--- config.mk ---
export PLATFORM = sky130hd
export DESIGN_NAME = id_inst_queue
export DESIGN_NICKNAME = d
export VERILOG_FILES = /design/src/rtl/cpu_pkg.sv /design/src/rtl/id_iq_ram.sv /design/src/rtl/id_inst_queue.sv
export SDC_FILE = /design/constraint.sdc
export NUM_CORES = 1
export LEC_CHECK = 0
export ABC_AREA = 1
export CORE_MARGIN = 1.5
export CORE_UTILIZATION = 50
export DETAILED_ROUTE_END_ITERATION = 8
export PLACE_DENSITY_LB_ADDON = 0.25
export SLEW_MARGIN = 20
export SYNTH_ARGS = -nofsm -noshare
export SYNTH_HDL_FRONTEND = slang
export SYNTH_HIERARCHICAL = 1
export SYNTH_SLANG_ARGS = --single-unit
--- constraint.sdc ---
create_clock -name clk -period 8.7 [get_ports clk]
set_input_delay 2.175 -clock clk [delete_from_list [all_inputs] [get_ports clk]]
set_output_delay 2.175 -clock clk [all_outputs]
set_load 0.02 [all_outputs]
--- src/rtl/cpu_pkg.sv ---
// Shared CPU definitions: datapath width defaults, the NOP encoding and the
// {pc, inst} pair carried by the fetch-to-decode instruction queue.
package cpu_pkg;

  localparam int INST_W = 32;
  localparam int PC_W   = 32;

  localparam logic [31:0] NOP_INST = 32'h0000_0000;

  typedef struct packed {
    logic [PC_W-1:0]   pc;
    logic [INST_W-1:0] inst;
  } iq_entry_t;

endpackage

--- src/rtl/id_iq_ram.sv ---
// Storage array for the instruction queue: one synchronous write port and
// one asynchronous (combinational) read port.
module id_iq_ram #(
  parameter int DEPTH = 4,
  parameter int WIDTH = 64,
  localparam int AW   = $clog2(DEPTH)
) (
  input  logic             clk,
  input  logic             we,
  input  logic [AW-1:0]    waddr,
  input  logic [WIDTH-1:0] wdata,
  input  logic [AW-1:0]    raddr,
  output logic [WIDTH-1:0] rdata
);

  logic [WIDTH-1:0] mem [DEPTH];

  // NOTE: the array has no reset; validity is tracked by the pointers, so
  // resetting it would only add a wide reset tree with no functional effect.
  always_ff @(posedge clk) begin
    if (we) mem[waddr] <= wdata;
  end

  assign rdata = mem[raddr];

endmodule

--- src/rtl/id_inst_queue.sv ---
// Instruction queue between the instruction SRAM response and the ID stage,
// with flush on branch redirect. Optional macro ID_BYPASS_EN enables a
// zero-latency path from the SRAM response to ID when the queue is empty.
module id_inst_queue #(
  parameter int DEPTH  = 4,
  parameter int INST_W = cpu_pkg::INST_W,
  parameter int PC_W   = cpu_pkg::PC_W,
  localparam int CNT_W = $clog2(DEPTH) + 1
) (
  input  logic              clk,
  input  logic              resetn,
  input  logic              flush,
  input  logic              in_valid,
  input  logic [PC_W-1:0]   in_pc,
  input  logic [INST_W-1:0] in_inst,
  output logic              in_ready,
  output logic              out_valid,
  output logic [PC_W-1:0]   out_pc,
  output logic [INST_W-1:0] out_inst,
  input  logic              out_ready,
  output logic [CNT_W-1:0]  count,
  output logic              full,
  output logic              empty,
  output logic              overflow_err
);

  localparam int AW = CNT_W - 1;

  logic [CNT_W-1:0]       wptr, rptr;
  logic                   push, pop, bypass;
  logic [PC_W+INST_W-1:0] rd_data;

  // Pointers carry one extra wrap bit so full and empty are distinguishable.
  assign full     = (wptr ^ rptr) == {1'b1, {AW{1'b0}}};
  assign empty    = (wptr == rptr);
  assign count    = wptr - rptr;
  assign in_ready = ~full;

`ifdef ID_BYPASS_EN
  assign bypass = empty & in_valid & out_ready & ~flush;
`else
  assign bypass = 1'b0;
`endif

  assign push = in_valid & in_ready & ~flush & ~bypass;
  assign pop  = ~empty & out_ready & ~flush;

  id_iq_ram #(
    .DEPTH (DEPTH),
    .WIDTH (PC_W + INST_W)
  ) u_ram (
    .clk   (clk),
    .we    (push),
    .waddr (wptr[AW-1:0]),
    .wdata ({in_pc, in_inst}),
    .raddr (rptr[AW-1:0]),
    .rdata (rd_data)
  );

  // NOTE: state registers use non-blocking assignments so every flop samples
  // the pre-edge values of the others, independent of statement order.
  always_ff @(posedge clk or negedge resetn) begin
    if (!resetn) begin
      wptr         <= '0;
      rptr         <= '0;
      overflow_err <= 1'b0;
    end else begin
      if (in_valid & full) overflow_err <= 1'b1;
      if (flush) begin
        rptr <= wptr;
      end else begin
        if (push) wptr <= wptr + 1'b1;
        if (pop)  rptr <= rptr + 1'b1;
      end
    end
  end

  // NOTE: every output gets a default first so no latch is inferred.
  always_comb begin
    out_valid = 1'b0;
    out_pc    = '0;
    out_inst  = INST_W'(cpu_pkg::NOP_INST);
    if (!flush) begin
      if (bypass) begin
        out_valid = 1'b1;
        out_pc    = in_pc;
        out_inst  = in_inst;
      end else if (!empty) begin
        out_valid = 1'b1;
        {out_pc, out_inst} = rd_data;
      end
    end
  end

endmodule

==> out/results.tsv, run 1 <==
stage	metric	value	unit
worst_setup_path	crit_family	buffers and inverters	
die	pin_count	141	
global_route	grt_pass1_wl	37500	µm
die	num_rows	56	
place	dp_cells	1632	
global_route	first_global_vias	7519	
finish	fin_area	14400	µm²
finish	final_util	61.2	%
synth	yosysWarnings	6	
place	place_ws	1980	ps
worst_setup_path	crit_path_end_kind	primary output	
drt	wl_per_cell	13.7	µm
finish	drive_gt1_share	5.35	%
sta	tightest_slew	1080	ps
worst_setup_path	critPathMaxStageDelay	640	ps
clocking	cts_tree	yes	
sta	period_needed	6700	ps
global_route	antenna_found_initial	0	
finish	antenna_cells	0	
global_route	grt_use_total	19.4	%
worst_setup_path	arrival	4520	ps
synth	syn_nets	1287	
sta	hold_viol	0	
clocking	clock_latency	530	ps
place	dp_hpwl	13100	µm
finish	syn_to_final_growth	19.9	%
sta	fmax	149	MHz
hold_path	hold_depth	1	
place	place_area	13600	µm²
power_and_ir_drop	peakVddDrop	0.256	mV
clocking	postCtsHoldBufs	0	
worst_setup_path	crit_buf_inv	3	
synth	synth_seq_cells	263	
drt	viasPerCell	4.62	
synth	synth_area_leaders	edfxtp_1 (64%), nand2_1 (11%), inv_1 (11%)	
sta	finalSetupViolations	0	
finish	nets	1417	
drt	initialDrtViolationCount	427	
clocking	post-cts-setup-buffer-count	0	
hold_path	hold_class	reg2reg	
worst_setup_path	critical_path_class	in2out	
worst_setup_path	worstPathRequired	6530	ps
sta	drv_slew	0	
outcome	outcome	completed	
place	place_congestion	0.758	
place	port-buffer-count	140	
global_route	gr-total-overflow	0	
synth	syn_area	12000	µm²
synth	synth_area_per_cell	9.87	µm²
synth	yosysTopAreaCell	edfxtp_1	
die	die_area	24900	µm²
global_route	grt_max_degree	83	
clocking	clock-sinks	263	
die	die_y	158	µm
worst_setup_path	cp_common_cell	clkdlybuf4s50_1	
drt	ant_nets	0	
die	initial_utilization	51.0	%
sta	timing.hold.ws	467	ps
drt	wl	23100	µm
worst_setup_path	crit_slowest_cell	clkdlybuf4s50_1	
worst_setup_path	critical_path_depth	5	
clocking	clk_path_buf_depth	3	
clocking	clk_pin_slew	50	ps
clocking	htreeDepth	1	
sta	fin_setup_tns	0	ps
clocking	cts_made_buffers	28	
sta	skew	14.6	ps
clocking	clock-root-buffer	clkbuf_16	
synth	netlist_instances	1213	
sta	period_share	77.0	%
drt	drc	0	
drt	dr.pass1.iters	7	
die	die_w	158	µm
worst_setup_path	cp_max_fo	65	
power_and_ir_drop	p_leak	6.54	nW
worst_setup_path	worst-r2r-cell-count	10	
worst_setup_path	cp_cell_sequence	clkdlybuf4s50_1 -> inv_1 -> nand2_4 -> nor2_1 -> clkdlybuf4s50_1	
clocking	cts-resized-gates	0	
power_and_ir_drop	power.density	316	nW/µm²
finish	stdcell_count	1683	
job	maxCapViolCount	0	
worst_setup_path	startpoint_type	input pin	
drt	vias	7776	
sta	finalWorstSetupSlack	2000	ps
sta	max-slew-margin-rel	27.7	%
power_and_ir_drop	finalPower	4.53	mW
synth	synth.top_cell.area_share	64.2	%
die	core_area	23500	µm²
synth	ys_types	23	
synth	synth_seq_area_share	65.6	%
sta	rsz0062_at_grt	false	
==> logic make-up (layout without fill, tap and decap cells) <==
group                      count (synthesis)  after routing  synth area share, %
AOI/OAI and AO/OA                          4              4                0.198
xor gates and xnor gates                   1              1               0.0731
adders and majority gates                  5              5                0.585
buffers and inverters                    388            539                 13.4
DFF                                      263            263                 65.6
and+or+nand+nor                          552            552                 20.1
==> cell usage after synthesis (all sizes together) <==
master and n:
dfrtp 7, buf 44, o21ai 3, a31o 1, fa 1, nand3 134
inv 339, nand4 3, xor2 1, clkbuf 5, nor2 67, ha 4
nor3 4, nand2 344, edfxtp 256
==> where the power goes <==
part	total, mW	leakage (nW)	internal, mW	switching (mW)
Combinational	1.83	3.74	0.683	1.15
Clock	1.04	0.389	0.606	0.437
Sequential	1.66	2.40	1.55	0.108
Total	4.53	6.54	2.84	1.69
==> worst reg2reg max path, stage by stage, from the launching register on <==
cell and delay (ps):
dfrtp_2 920, inv_1 110, ha_1 290, nand2_1 60, inv_1 70, nand2_2 130, nand3_1 120, inv_1 80
inv_1 100, nor3_2 640, buf_4 830
==> state kept, by name, indices dropped and copies added, names as in the netlist <==
signal,flops
wptr,3
u_ram/mem,256
overflow_err,1
rptr,3
==> routing by layer <==
layer	routed length, µm	global-route usage (%)	up-vias	share of wire, %
met5	0	0	-	0
met4	529	4.94	0	2.3
met3	1160	3.31	44	5.0
met2	11600	35.2	171	50
met1	9750	24.1	3601	42
li1	-	-	3960	-
==> path summary, 6_finish.rpt <==
check,to,from,slack [ps]
worst min-delay path,overflow_err,overflow_err,470
worst max-delay path,out_pc[6],flush,2000
min in group asynchronous,rptr[2],resetn,1920
worst max register to register,u_ram/mem[0][27],rptr[1],4920
worst min register to register,overflow_err,overflow_err,470
max in group asynchronous,rptr[0],resetn,6500
==> area by class of cell <==
cell class | count | area, µm²
Fill cell | 1907 | 9110
Sequential cell | 263 | 7870
Multi-Input combinational cell | 562 | 2540
Timing Repair Buffer | 149 | 1470
Inverter | 339 | 1270
Clock buffer | 40 | 767
Tap cell | 319 | 399
Clock inverter | 11 | 46.3
==> layout by cell type, fill, tap and decap left out <==
cell / instances
clkdlybuf4s50_1: 140
clkbuf_1: 11
nor3_2: 4
nor2_4: 20
clkinv_1: 9
dfrtp_2: 1
edfxtp_1: 256
nand2_4: 1
nand3_1: 133
dfrtp_1: 5
clkinvlp_4: 1
nand4_1: 3
dfrtp_4: 1
inv_2: 2
xor2_1: 1
o21ai_0: 3
a31o_2: 1
clkinv_2: 1
inv_1: 336
ha_1: 4
nor2_1: 47
clkbuf_16: 29
fa_1: 1
nand2_1: 342
nand3_2: 1
buf_4: 9
nand2_2: 1
inv_4: 1
(Power assumes the default switching activity.)
==> run 2: changes to the inputs <==
==> constraint.sdc (replaced) <==
create_clock -name clk -period 6.7 [get_ports clk]
set_input_delay 1.675 -clock clk [delete_from_list [all_inputs] [get_ports clk]]
set_output_delay 1.675 -clock clk [all_outputs]
set_load 0.02 [all_outputs]
==> run 2 against run 1 <==
  * Register-to-register slack got worse by 1300 ps
  * Clock-buffer cell count decreased by 2
  * First-iteration DRC count up 7.7%
  * Clock skew decreased by 6.4 ps
  * Worst setup slack worse by 820 ps
  * Sequential cell count stayed put
  * Sequential share of layout area up 0.053 points
  * Cell count down 0.24%
  * Critical path depth did not move
  * Routed wire length shrank 1.5%
  * Total power grew 29%
  * Cell area hardly changed
  * Largest cell class unchanged
  * Highest routed layer is now met5
==> out/results.tsv, run 2 (synthesized netlist as in run 1, its figures left out) <==
stage	metric	value	unit	change
die	num_rows	56		unchanged
power_and_ir_drop	peakVddDrop	0.290	mV	+13%
outcome	outcome	completed		
clocking	clock-root-buffer	clkbuf_16		
sta	period_share	82.3	%	
worst_setup_path	cp_common_cell	clkdlybuf4s50_1		
worst_setup_path	worstPathRequired	5030	ps	-1500 ps
die	initial_utilization	51.0	%	unchanged
worst_setup_path	arrival	3840	ps	-680 ps
finish	nets	1415		-0.14%
finish	antenna_cells	0		unchanged
drt	viasPerCell	4.63		+0.21%
worst_setup_path	critical_path_class	in2out		
worst_setup_path	cp_cell_sequence	clkdlybuf4s50_1 -> inv_1 -> nand2_8 -> nor2_1 -> clkdlybuf4s50_1		
finish	reg_top3	u_ram/mem (256), rptr (3), wptr (3)		
worst_setup_path	crit_slowest_cell	clkdlybuf4s50_1		
global_route	first_global_vias	7217		-4.0%
global_route	antenna_found_initial	1		+1
clocking	cts_made_buffers	27		-3.6%
finish	layout_commonest_cell	nand2_1		
sta	skew	8.18	ps	-6.44 ps
die	die_y	158	µm	unchanged
place	dp_hpwl	12400	µm	-4.8%
global_route	grt_max_degree	87		+4.8%
worst_setup_path	startpoint_type	input pin		
place	port-buffer-count	140		unchanged
die	die_area	24900	µm²	unchanged
sta	period_needed	5510	ps	
die	die_w	158	µm	unchanged
sta	tightest_slew	1030	ps	-50.6 ps
drt	wl_per_cell	13.5	µm	-1.2%
worst_setup_path	r2r-start	rptr[0]		
drt	dr.pass1.iters	5		-2
finish	n_fill_cell	1903		-0.21%
sta	hold_viol	0		unchanged
clocking	post-cts-setup-buffer-count	0		unchanged
finish	final_util	61.1	%	about the same
worst_setup_path	crit_family	buffers and inverters		
sta	rsz0062_at_grt	false		
die	core_area	23500	µm²	unchanged
sta	fin_setup_tns	0	ps	unchanged
worst_setup_path	cp_max_fo	65		unchanged
drt	vias	7774		-0.026%
finish	syn_to_final_growth	19.8	%	about the same
finish	top_register	u_ram/mem		
global_route	grt_pass1_wl	36100	µm	-3.8%
drt	wl	22700	µm	-1.5%
die	pin_count	141		unchanged
power_and_ir_drop	power.density	409	nW/µm²	+30%
drt	initialDrtViolationCount	460		+7.7%
place	place_area	13600	µm²	about the same
hold_path	worstHoldStart	overflow_err		
worst_setup_path	critPathMaxStageDelay	640	ps	about the same
global_route	gr-total-overflow	0		unchanged
sta	fmax	181	MHz	
finish	largest_register_ffs	256		unchanged
finish	drive_gt1_share	5.37	%	+0.016 points
global_route	grt_use_total	18.8	%	-0.66 points
job	maxCapViolCount	0		unchanged
worst_setup_path	critPathLaunch	flush		
clocking	htreeDepth	1		unchanged
clocking	postCtsHoldBufs	0		unchanged
worst_setup_path	crit_buf_inv	3		unchanged
clocking	clk_path_buf_depth	3		unchanged
sta	finalSetupViolations	0		unchanged
hold_path	hold_class	reg2reg		
finish	fin_area	14400	µm²	about the same
sta	drv_slew	0		unchanged
clocking	cts-resized-gates	0		unchanged
drt	drc	0		unchanged
place	place_congestion	0.775		+2.2%
clocking	clock-sinks	263		unchanged
power_and_ir_drop	p_leak	6.53	nW	about the same
clocking	clock_latency	520	ps	about the same
drt	ant_nets	0		unchanged
sta	max-slew-margin-rel	31.1	%	+3.4 points
clocking	clk_pin_slew	60	ps	about the same
finish	final_cell_mix	nand2_1 (342), inv_1 (336), edfxtp_1 (256)		
worst_setup_path	crit_path_end_kind	primary output		
clocking	cts_tree	yes		
## run 2: path summary, 6_finish.rpt
| kind | to | slack, ps | depth (start not counted) |
|---|---|---|---|
| worst max-delay path | out_inst[11] | 1190 | 5 |
| worst min-delay path | overflow_err | 470 | 1 |
| worst max register to register | u_ram/mem[3][38] | 3620 | 9 |
| worst min register to register | overflow_err | 470 | 1 |
| max in group asynchronous | rptr[0] | 4970 | 1 |
| min in group asynchronous | wptr[2] | 1440 | 1 |
## run 2: final cells by class
type	count	area (µm²)	area share [%]
clock inverters	10	68.8	0.480
well taps	319	399	2.78
repair buffers	148	1470	10.3
inverters	339	1270	8.88
flip-flops and latches	263	7870	54.8
multi-input cells	562	2550	17.8
clock buffers	38	717	5.00
## run 2: metal layers
metal	vias to the layer above	track usage (%)	routed length [µm]
li1	3949	-	-
met1	3586	23.2	9590
met2	200	34.1	11500
met3	37	2.76	1150
met4	2	5.39	474
met5	-	0	13
## run 2: worst register-to-register path: stages, from the launching register on
cell     delay (ps)
dfrtp_4         780
ha_1            370
nand2_1          60
inv_1            70
nand2_2         130
nand3_1         120
inv_1            80
inv_1            90
nor3_2          130
buf_4           830
## run 2: where the power goes
part	total, mW	internal, mW	switching [mW]
combinational	2.39	0.889	1.50
sequential	2.14	2.02	0.123
clock	1.34	0.777	0.560
total	5.87	3.68	2.19
## run 2: per-stage QoR
stage	hold slack [ps]	std cells	total power [mW]	setup WS, ps
floorplan	463	1213	3.80	-485
global placement	449	1631	4.56	1090
detailed placement	457	1631	4.59	937
CTS	470	1679	5.94	918
global route	493	1679	6.25	1020
finish	465	1679	5.87	1190
